--- src/rtl/jstk_move_ctrl.sv ---
`default_nettype none
// ============================================================================
// Module   : jstk_move_ctrl
// Brief    : Joystick input conditioner. Synchronizes and debounces a raw
//            3-bit joystick code, then turns the accepted direction into
//            move strobes with typematic auto-repeat and a button strobe.
// Revision : 1.0  initial release
// ============================================================================
module jstk_move_ctrl #(
  parameter int DB_CYC  = 4,
  parameter int DLY_CYC = 12,
  parameter int RPT_CYC = 6
) (
  input  logic       clk,
  input  logic       rst,
  input  logic [2:0] JSTK_AXIS,
  output logic       move,
  output logic       move_x,
  output logic       move_y,
  output logic       btn,
  output logic [7:0] LED,
  output logic [7:0] move_cnt
);

  localparam int C_DW   = (DB_CYC > 1) ? $clog2(DB_CYC) : 1;
  localparam int C_TMAX = (DLY_CYC > RPT_CYC) ? DLY_CYC : RPT_CYC;
  localparam int C_TW   = (C_TMAX > 1) ? $clog2(C_TMAX) : 1;

  localparam logic [C_DW-1:0] C_DB_LAST  = C_DW'(DB_CYC - 1);
  localparam logic [C_TW-1:0] C_DLY_LOAD = C_TW'(DLY_CYC - 1);
  localparam logic [C_TW-1:0] C_RPT_LOAD = C_TW'(RPT_CYC - 1);

  typedef enum logic [1:0] {
    IDLE   = 2'd0,
    DELAY  = 2'd1,
    REPEAT = 2'd2
  } state_t;

  logic [2:0]      sync1_q, sync2_q;
  logic [2:0]      cand_q;
  logic [C_DW-1:0] dbcnt_q;
  logic [2:0]      acc_q;

  state_t          state_q, state_d;
  logic [C_TW-1:0] tmr_q, tmr_d;
  logic            strobe_d;

  logic            move_q, move_x_q, move_y_q, btn_q;
  logic [7:0]      led_q, cnt_q;

  logic [1:0]      w_dir;
  logic            w_change;

  assign w_dir    = acc_q[1:0];
  assign w_change = (w_dir != {move_y_q, move_x_q});

  // Two-flop synchronizer followed by a saturating stability counter; the
  // candidate is accepted only once it has matched the input for DB_CYC
  // consecutive cycles and still matches on the accepting cycle.
  always_ff @(posedge clk or posedge rst) begin
    if (rst) begin
      sync1_q <= 3'b000;
      sync2_q <= 3'b000;
      cand_q  <= 3'b000;
      dbcnt_q <= '0;
      acc_q   <= 3'b000;
    end else begin
      sync1_q <= JSTK_AXIS;
      sync2_q <= sync1_q;
      if (cand_q != sync2_q) begin
        cand_q  <= sync2_q;
        dbcnt_q <= '0;
      end else if (dbcnt_q != C_DB_LAST) begin
        dbcnt_q <= dbcnt_q + C_DW'(1);
      end else begin
        acc_q   <= cand_q;
      end
    end
  end

  // Auto-repeat state register.
  always_ff @(posedge clk or posedge rst) begin
    if (rst) begin
      state_q <= IDLE;
      tmr_q   <= '0;
    end else begin
      state_q <= state_d;
      tmr_q   <= tmr_d;
    end
  end

  // Next-state logic: a new or changed direction strobes at once and
  // restarts the initial delay; a held direction strobes on timer expiry.
  always_comb begin
    state_d  = state_q;
    tmr_d    = tmr_q;
    strobe_d = 1'b0;
    case (state_q)
      IDLE: begin
        if (w_dir != 2'b00) begin
          strobe_d = 1'b1;
          tmr_d    = C_DLY_LOAD;
          state_d  = DELAY;
        end
      end
      DELAY, REPEAT: begin
        if (w_dir == 2'b00) begin
          state_d = IDLE;
        end else if (w_change) begin
          strobe_d = 1'b1;
          tmr_d    = C_DLY_LOAD;
          state_d  = DELAY;
        end else if (tmr_q == '0) begin
          strobe_d = 1'b1;
          tmr_d    = C_RPT_LOAD;
          state_d  = REPEAT;
        end else begin
          tmr_d    = tmr_q - C_TW'(1);
        end
      end
      default: begin
        state_d = IDLE;
      end
    endcase
  end

  // Registered outputs; the direction bits hold between strobes and the
  // button strobe fires on a rising edge of the accepted button bit.
  always_ff @(posedge clk or posedge rst) begin
    if (rst) begin
      move_q   <= 1'b0;
      move_x_q <= 1'b0;
      move_y_q <= 1'b0;
      btn_q    <= 1'b0;
      led_q    <= 8'h00;
      cnt_q    <= 8'h00;
    end else begin
      move_q <= strobe_d;
      if (strobe_d) begin
        move_x_q <= w_dir[0];
        move_y_q <= w_dir[1];
      end
      cnt_q <= cnt_q + 8'(strobe_d);
      btn_q <= acc_q[2] & ~led_q[5];
      led_q <= {acc_q[0], acc_q[1], acc_q[2], 5'b00000};
    end
  end

  assign move     = move_q;
  assign move_x   = move_x_q;
  assign move_y   = move_y_q;
  assign btn      = btn_q;
  assign LED      = led_q;
  assign move_cnt = cnt_q;

endmodule
`default_nettype wire

--- config.mk ---
export PLATFORM = sky130hd
export DESIGN_NAME = jstk_move_ctrl
export DESIGN_NICKNAME = d
export VERILOG_FILES = /design/src/rtl/jstk_move_ctrl.sv
export SDC_FILE = /design/constraint.sdc
export NUM_CORES = 1
export LEC_CHECK = 0
export ABC_CLOCK_PERIOD_IN_PS = 4900
export CORE_MARGIN = 10
export CORE_UTILIZATION = 55
export DETAILED_ROUTE_END_ITERATION = 16
export PLACE_DENSITY = 0.83
export SLEW_MARGIN = 20
export SYNTH_ARGS = -nofsm -noshare
export SYNTH_HDL_FRONTEND = slang
export SYNTH_SLANG_ARGS = --single-unit
--- constraint.sdc ---
create_clock -name clk -period 4.9 [get_ports clk]
set_input_delay 0.98 -clock clk [delete_from_list [all_inputs] [get_ports clk]]
set_output_delay 0.98 -clock clk [all_outputs]
set_load 0.05 [all_outputs]
==> flow_summary.toml, run 1 <==
[drt]
via_per_inst = 5.40
drt_iter0_drc = 78
ant_nets = 0
totalWireLength_microns = 2670
drtPass1Iterations = 4
wl_met2_microns = 1350
met3WireLength_microns = 270
drc = 0
wl_per_cell_microns = 15.6
vias = 924
met1_length_microns = 1030
maxUsedRoutingLayer = "met4"

[logic_synthesis]
synthCells = 120
netlist_area_sq_mm = 0.00149
synth_fa_ha_area_share_pct = 4.21
synth_xor_area_share_pct = 7.66
ys_types = 34
synth-compound-area-share_pct = 8.16
yosys.area_share.simple_pct = 10.1
ys_ff_latch = 35
syn_area_per_cell_sq_um = 12.4
synth-edff-count = 0
postSynth.asyncResetShare_pct = 100
synth_warnings = 0
ys_seq_area_share_pct = 58.9
synth_mux_area_share_pct = 5.22
synth_flop_cell = "dfrtp_1"
synth_top_family_by_area = "simple AND/OR/NAND/NOR gates"

[die]
die_w_microns = 72.0
coreArea_sq_mm = 0.00252
die_h_microns = 72.0
row_count = 18
initial_core_util_pct = 58.9
die_area_sq_mm = 0.00518
boundaryPins = 25

[setup_path]
reg2reg_slack_ns = 2.39
crit_path_start_kind = "flip-flop"
r2r-end = "move_cnt[7]"
path_cells = "clkdlybuf4s50_1"
crit_family = "buffers and inverters"
worstSetupPathType = "reg -> out"
cp_max_fo = 7
worstPathBufferInverterCount = 1
end_kind = "output port"
crit_arrival_ns = 1.69
reg2reg_depth = 9
slowest_stage = "clkdlybuf4s50_1"
required_ns = 3.92
max_stage_delay_ns = 0.85
reg2reg_from = "state_q[0]"

[placed_design]
routabilityCongestion = 0.766
portBuffers = 19
hpwl_microns = 1940

[global_routing]
overflow = 0
antenna_found_initial = 0
grt_pass1_vias = 1023
grt_usage_pct = 11.8
grt_pass1_wl_microns = 4770
grt_max_degree = 36

[power]
p_int_mw = 0.513
p_clk_share_pct = 36.6
power_frac_seq_pct = 47.9
switching_share_pct = 26.0
p_per_area_mw_per_mm2 = 391
ir_drop_mv = 0.401
leakagePower_nw = 0.837
comb_power_share_pct = 15.5
power_switching_mw = 0.180

[timing]
drv_slew = 0
fin_skew_ns = 0.00923
setup_viol = 0
finalCritPeriodShare_pct = 54.4
setup_tns_ns = 0
fmax_ghz = 0.375
rsz0062_at_grt = "false"
hold_violations = 0
slew_headroom_pct = 65.3
worstMarginPinSlew_ns = 0.520
period_minus_slack_ns = 2.67

[finish]
syn_to_final_growth_pct = 19.2
layout.nets = 150
most-common-layout-cells = "35 x dfrtp_1, 19 x clkdlybuf4s50_1, 8 x xnor2_1, 6 x nand2_1, 6 x nor2_1"
utilization_pct = 70.2
mostFrequentLayoutCell = "dfrtp_1"
drive_above_1_share_pct = 12.1
insertedDiodeCount = 0

[clock_network]
cts.sinks = 35
cts_made_buffers = 5
cts_tree = "built"
cts_max_level = 2
hold_buffers = 0
cts_setup_buffers = 0
clk_pin_slew_worst_paths_ns = 0.11
cts.path.max_buffers = 2
root_buffer = "clkbuf_4"
cts.repair.resized = 0
clk_latency_ns = 0.34

[job]
timing.max_cap.violations = 0

[outcome]
status = "finished clean"

[min_path]
holdPathStages = 0
hold_start = "sync1_q[0]"
hold_path_end = "sync2_q[0]"
min_path_type = "reg -> reg"
metal layers:
layer / GRT usage (%) / vias to the layer above
met1: 12.5 / 451
met4: 5.81 / 0
li1: - / 440
met3: 6.80 / 2
met2: 18.3 / 31
met5: 0 / -
sequential cells by signal, indices dropped and copies added (netlist names):
signal and cells:
cand_q 3, move 1, move_x 1, tmr_q 4
move_cnt 8, LED 3, sync1_q 3, sync2_q 3
dbcnt_q 2, move_y 1, btn 1, acc_q 3
state_q 2
worst max-delay path by stage:
stage,startpoint,end,cells after the start
after floorplan,move_y,move_cnt[7],8
after global placement,tmr_q[2],move_cnt[7],7
after detailed placement,state_q[0],move_cnt[7],9
after CTS,move_y,move_y,1
after global routing,move_y,move_y,1
final,move_y,move_y,1
per-stage QoR:
stage,setup WS [ns],hold WS (ns),cells,power [mW],instance area [sq um]
final,2.23,0.356,171,0.693,1770
after global routing,2.14,0.383,171,0.724,1770
after CTS,2.20,0.358,171,0.700,1770
after detailed placement,2.45,0.335,163,0.445,1670
after global placement,2.57,0.333,163,0.441,1670
after floorplan,2.65,0.331,124,0.420,1500
synthesized netlist by cell type, drive strengths merged, types with 2 or more instances:
cell type  number  share of area, %
inv             4               1.0
mux2            6               4.5
dfrtp          35                59
clkbuf          3              0.76
o22ai           2               1.7
nor2            6               1.5
nand2           6               1.5
or2             2              0.84
buf             8               3.7
nand3           5               1.7
a21oi           3               1.0
xor2            5               2.9
o21ai           5               1.7
ha              5               4.2
xnor2           8               4.7
and3            2              0.84
power groups by stage:
stage / logic, mW / registers [mW] / clock network (mW)
final: 0.107 / 0.332 / 0.254
after global routing: 0.120 / 0.336 / 0.268
after CTS: 0.108 / 0.332 / 0.260
after detailed placement: 0.108 / 0.337 / 0
after global placement: 0.106 / 0.336 / 0
after floorplan: 0.0702 / 0.350 / 0
kinds of logic after synthesis:
logic type / count (synthesis)
AO/OA/AOI/OAI: 16
XOR/XNOR: 13
adder cells (fa/ha/maj): 5
buffers and inverters: 15
flip-flops: 35
multiplexers: 7
other: 1
AND/OR/NAND/NOR: 28
cell type report:
| class | instances | area, sq um |
|---|---|---|
| sequential | 35 | 876 |
| fill | 176 | 751 |
| multi-input combinational | 74 | 544 |
| timing repair buffer | 20 | 198 |
| clock inverter | 2 | 60.1 |
| clock buffer | 6 | 41.3 |
| tap | 30 | 37.5 |
| inverter | 4 | 15.0 |
(Power assumes the default switching activity.)
==> run 2: changes to the inputs <==
- ABC_CLOCK_PERIOD_IN_PS: 4900 -> 2790
- CORE_UTILIZATION: 55 -> 51
- PLACE_DENSITY: 0.83 -> 0.78
- clock period: 4.9 -> 2.79 ns (I/O delays scaled with it)
==> flow_summary.toml, run 2 (synthesis results as in run 1) <==
[clock_network]
cts_made_buffers = 5
hold_buffers = 0
cts.sinks = 35
clk_pin_slew_worst_paths_ns = 0.11
cts_max_level = 2
cts.repair.resized = 0
cts.path.max_buffers = 2
clk_latency_ns = 0.33
cts_tree = "built"
cts_setup_buffers = 0
root_buffer = "clkbuf_4"

[finish]
final_design_area_no_fill_sq_mm = 0.00177
layout.nets = 150
insertedDiodeCount = 0
largest_reg_flops = 8
drive_above_1_share_pct = 12.1
mostFrequentLayoutCell = "dfrtp_1"
syn_to_final_growth_pct = 19.3
most-common-layout-cells = "35 x dfrtp_1, 19 x clkdlybuf4s50_1, 8 x xnor2_1, 6 x nand2_1, 6 x nor2_1"
fin_cells = 172

[placed_design]
portBuffers = 19
pre_cts_slack_ns = 0.299
hpwl_microns = 1780
routabilityCongestion = 0.810
place_area_sq_mm = 0.00167
dp.cells = 164

[power]
switching_share_pct = 25.9
comb_power_share_pct = 15.6
power_switching_mw = 0.315
p_int_mw = 0.901
p_per_area_mw_per_mm2 = 686
p_clk_share_pct = 36.5
ir_drop_mv = 0.603
power_frac_seq_pct = 47.9
leakagePower_nw = 0.837

[timing]
slew_headroom_pct = 65.9
fin_skew_ns = 0.0125
finalCritPeriodShare_pct = 90.1
setup_tns_ns = 0
hold_ws_ns = 0.359
rsz0062_at_grt = "false"
period_minus_slack_ns = 2.51
finalWorstSetupSlack_ns = 0.276
setup_viol = 0
drv_slew = 0
hold_violations = 0
fmax_ghz = 0.398
worstMarginPinSlew_ns = 0.510

[setup_path]
r2r-end = "move_cnt[7]"
reg2reg_depth = 9
reg2reg_slack_ns = 0.28
crit_path_start_kind = "flip-flop"
cp_max_fo = 8
path_cells = "inv_1, ha_1, o22ai_2, a311oi_1, ha_1, and3_1, nand3_1, or2_1, xnor2_1"
slowest_stage = "ha_1"
crit_family = "adder cells"
max_stage_delay_ns = 0.43
end_kind = "flip-flop"
worstPathBufferInverterCount = 1
critPathMostFrequentCell = "ha_1"
worstSetupPathType = "reg -> reg"
reg2reg_from = "state_q[0]"
required_ns = 3.02
crit_arrival_ns = 2.75

[die]
coreArea_sq_mm = 0.00278
boundaryPins = 25
die_h_microns = 74.0
initial_core_util_pct = 53.4
die_area_sq_mm = 0.00547
row_count = 19
die_w_microns = 74.0

[global_routing]
grt_pass1_wl_microns = 4130
grt_usage_pct = 10.0
antenna_found_initial = 0
grt_max_degree = 36
grt_pass1_vias = 913
overflow = 0

[drt]
wl_per_cell_microns = 14.7
drtPass1Iterations = 4
drc = 0
vias = 924
via_per_inst = 5.37
drt_iter0_drc = 22
ant_nets = 0
totalWireLength_microns = 2520

[outcome]
status = "finished clean"

[min_path]
hold_start = "sync1_q[0]"
hold_path_end = "sync2_q[0]"
holdPathStages = 0
min_path_type = "reg -> reg"

[job]
timing.max_cap.violations = 0
run 2: worst max path at each step:
stage,start,to,slack [ns],cells past startpoint
finish,state_q[0],move_cnt[7],0.28,9
detailed placement,state_q[0],move_cnt[7],0.30,9
global placement,tmr_q[2],move_cnt[7],0.47,7
global route,state_q[0],move_cnt[7],0.12,9
floorplan,move_y,move_cnt[7],0.54,8
CTS,state_q[0],move_cnt[7],0.28,9
run 2: final cells by class:
cell class / instances / area, sq um
fill: 205 / 1010
sequential: 35 / 876
tap: 31 / 38.8
multi-input combinational: 74 / 544
timing repair buffer: 20 / 198
inverter: 4 / 15.0
clock buffer: 6 / 41.3
clock inverter: 2 / 60.1
run 2: power groups by stage:
stage	Sequential (mW)	Clock (mW)	Combinational [mW]
after floorplan	0.615	0	0.123
after global placement	0.589	0	0.186
after detailed placement	0.592	0	0.190
after CTS	0.582	0.455	0.193
after global routing	0.589	0.473	0.211
final	0.582	0.444	0.190
run 2: through the flow:
| stage | power, mW | util, % |
|---|---|---|
| after floorplan | 0.738 | - |
| after global placement | 0.775 | 60.1 |
| after detailed placement | 0.781 | 60.1 |
| after CTS | 1.23 | 63.7 |
| after global routing | 1.27 | 63.7 |
| final | 1.22 | 63.7 |
run 2: layer usage:
metal | track usage, % | vias up | wire length [microns] | part of all wire (%)
met5 | 0 | - | 0 | 0
met4 | 7.25 | 0 | 53 | 2.1
met3 | 5.98 | 4 | 296 | 12
met2 | 14.1 | 31 | 1130 | 45
met1 | 10.9 | 448 | 1040 | 41
li1 | - | 441 | - | -
==> run 3: changes to the inputs <==
--- a/constraint.sdc
+++ b/constraint.sdc
@@ -3,2 +3,2 @@
 set_output_delay 0.558 -clock clk [all_outputs]
-set_load 0.05 [all_outputs]
+set_load 0.1 [all_outputs]
==> flow_summary.toml, run 3 (synthesis results as in run 1) <==
[setup_path]
slowest_stage = "ha_1"
worstPathBufferInverterCount = 1
cp_max_fo = 8
required_ns = 3.03
worstSetupPathType = "reg -> reg"
crit_arrival_ns = 2.76
path_cells = "inv_1, ha_1, o22ai_2, a311oi_1, ha_1, and3_1, nand3_1, or2_1, xnor2_1"
crit_path_start_kind = "flip-flop"
max_stage_delay_ns = 0.44
crit_family = "adder cells"
end_kind = "flip-flop"
critPathMostFrequentCell = "ha_1"

[global_routing]
grt_pass1_vias = 931
grt_pass1_wl_microns = 4170
grt_max_degree = 36
antenna_found_initial = 0
grt_usage_pct = 9.77
overflow = 0

[die]
initial_core_util_pct = 53.4
row_count = 19
coreArea_sq_mm = 0.00278
die_h_microns = 74.0
die_area_sq_mm = 0.00547
boundaryPins = 25
die_w_microns = 74.0

[placed_design]
portBuffers = 19
pre_cts_slack_ns = 0.276
hpwl_microns = 1780
routabilityCongestion = 0.828
place_area_sq_mm = 0.00163

[timing]
fin_skew_ns = 0.00532
setup_tns_ns = 0
rsz0062_at_grt = "false"
setup_viol = 0
fmax_ghz = 0.396
hold_violations = 0
drv_slew = 0
finalWorstSetupSlack_ns = 0.266
period_minus_slack_ns = 2.52
finalCritPeriodShare_pct = 90.5

[drt]
maxUsedRoutingLayer = "met4"
vias = 935
drt_iter0_drc = 55
totalWireLength_microns = 2360
met3WireLength_microns = 235
wl_met2_microns = 1060
drc = 0
met1_length_microns = 1020
ant_nets = 0
wl_per_cell_microns = 13.7
drtPass1Iterations = 4
via_per_inst = 5.44

[power]
power_switching_mw = 0.368
p_per_area_mw_per_mm2 = 685
p_clk_share_pct = 30.5
p_int_mw = 0.807
switching_share_pct = 31.3
leakagePower_nw = 0.860
ir_drop_mv = 0.725
power.total_mw = 1.17
comb_power_share_pct = 20.0
power_frac_seq_pct = 49.5

[clock_network]
cts_setup_buffers = 0
cts.path.max_buffers = 2
clk_latency_ns = 0.33
cts.sinks = 35
root_buffer = "clkbuf_4"
cts.repair.resized = 0
hold_buffers = 0
cts_made_buffers = 5
clk_pin_slew_worst_paths_ns = 0.11
cts_tree = "built"
cts_max_level = 2

[finish]
final_design_area_no_fill_sq_mm = 0.00172
mostFrequentLayoutCell = "dfrtp_1"
insertedDiodeCount = 0
most-common-layout-cells = "35 x dfrtp_1, 16 x buf_4, 8 x xnor2_1, 6 x nand2_1, 6 x nor2_1"
largest_reg_flops = 8
layout.nets = 150
drive_above_1_share_pct = 23.4
syn_to_final_growth_pct = 15.4

[min_path]
min_path_type = "reg -> reg"

[outcome]
status = "finished clean"

[job]
timing.max_cap.violations = 0
## run 3: per-layer routing
metal,global-route usage [%],vias to the layer above
li1,-,442
met1,10.7,457
met2,15.0,29
met3,5.45,7
met4,4.97,0
met5,0,-
## run 3: stage by stage
stage               cells  util (%)  hold WS [ns]
CTS                   172      61.7         0.360
global route          172      61.7         0.369
global placement      164      58.7         0.332
finish                172      61.7         0.361
detailed placement    164      58.7         0.336
floorplan             124         -         0.331
## run 3: path summary, 6_finish.rpt
check / from / end / slack (ns) / depth (start not counted)
worst min-delay path: sync1_q[2] / sync2_q[2] / 0.36 / 0
min in group asynchronous: rst / move_cnt[5] / 0.61 / 3
worst max register to register: state_q[0] / move_cnt[7] / 0.27 / 9
worst max-delay path: state_q[0] / move_cnt[7] / 0.27 / 9
worst min register to register: sync1_q[2] / sync2_q[2] / 0.36 / 0
max in group asynchronous: rst / tmr_q[1] / 1.89 / 3
## run 3: layout make-up
type,count,area (sq um)
clock buffer,5,37.5
timing repair buffer,20,160
multi-input combinational,74,544
clock inverter,3,43.8
tap,31,38.8
sequential,35,876
inverter,4,15.0
fill,215,1070
## run 3: power by group through the flow
stage                     clock (mW)  sequential, mW  combinational [mW]
after detailed placement           0           0.591               0.235
after global placement             0           0.589               0.231
after floorplan                    0           0.648               0.138
after CTS                      0.369           0.581               0.236
after global routing           0.392           0.589               0.255
final                          0.358           0.581               0.235
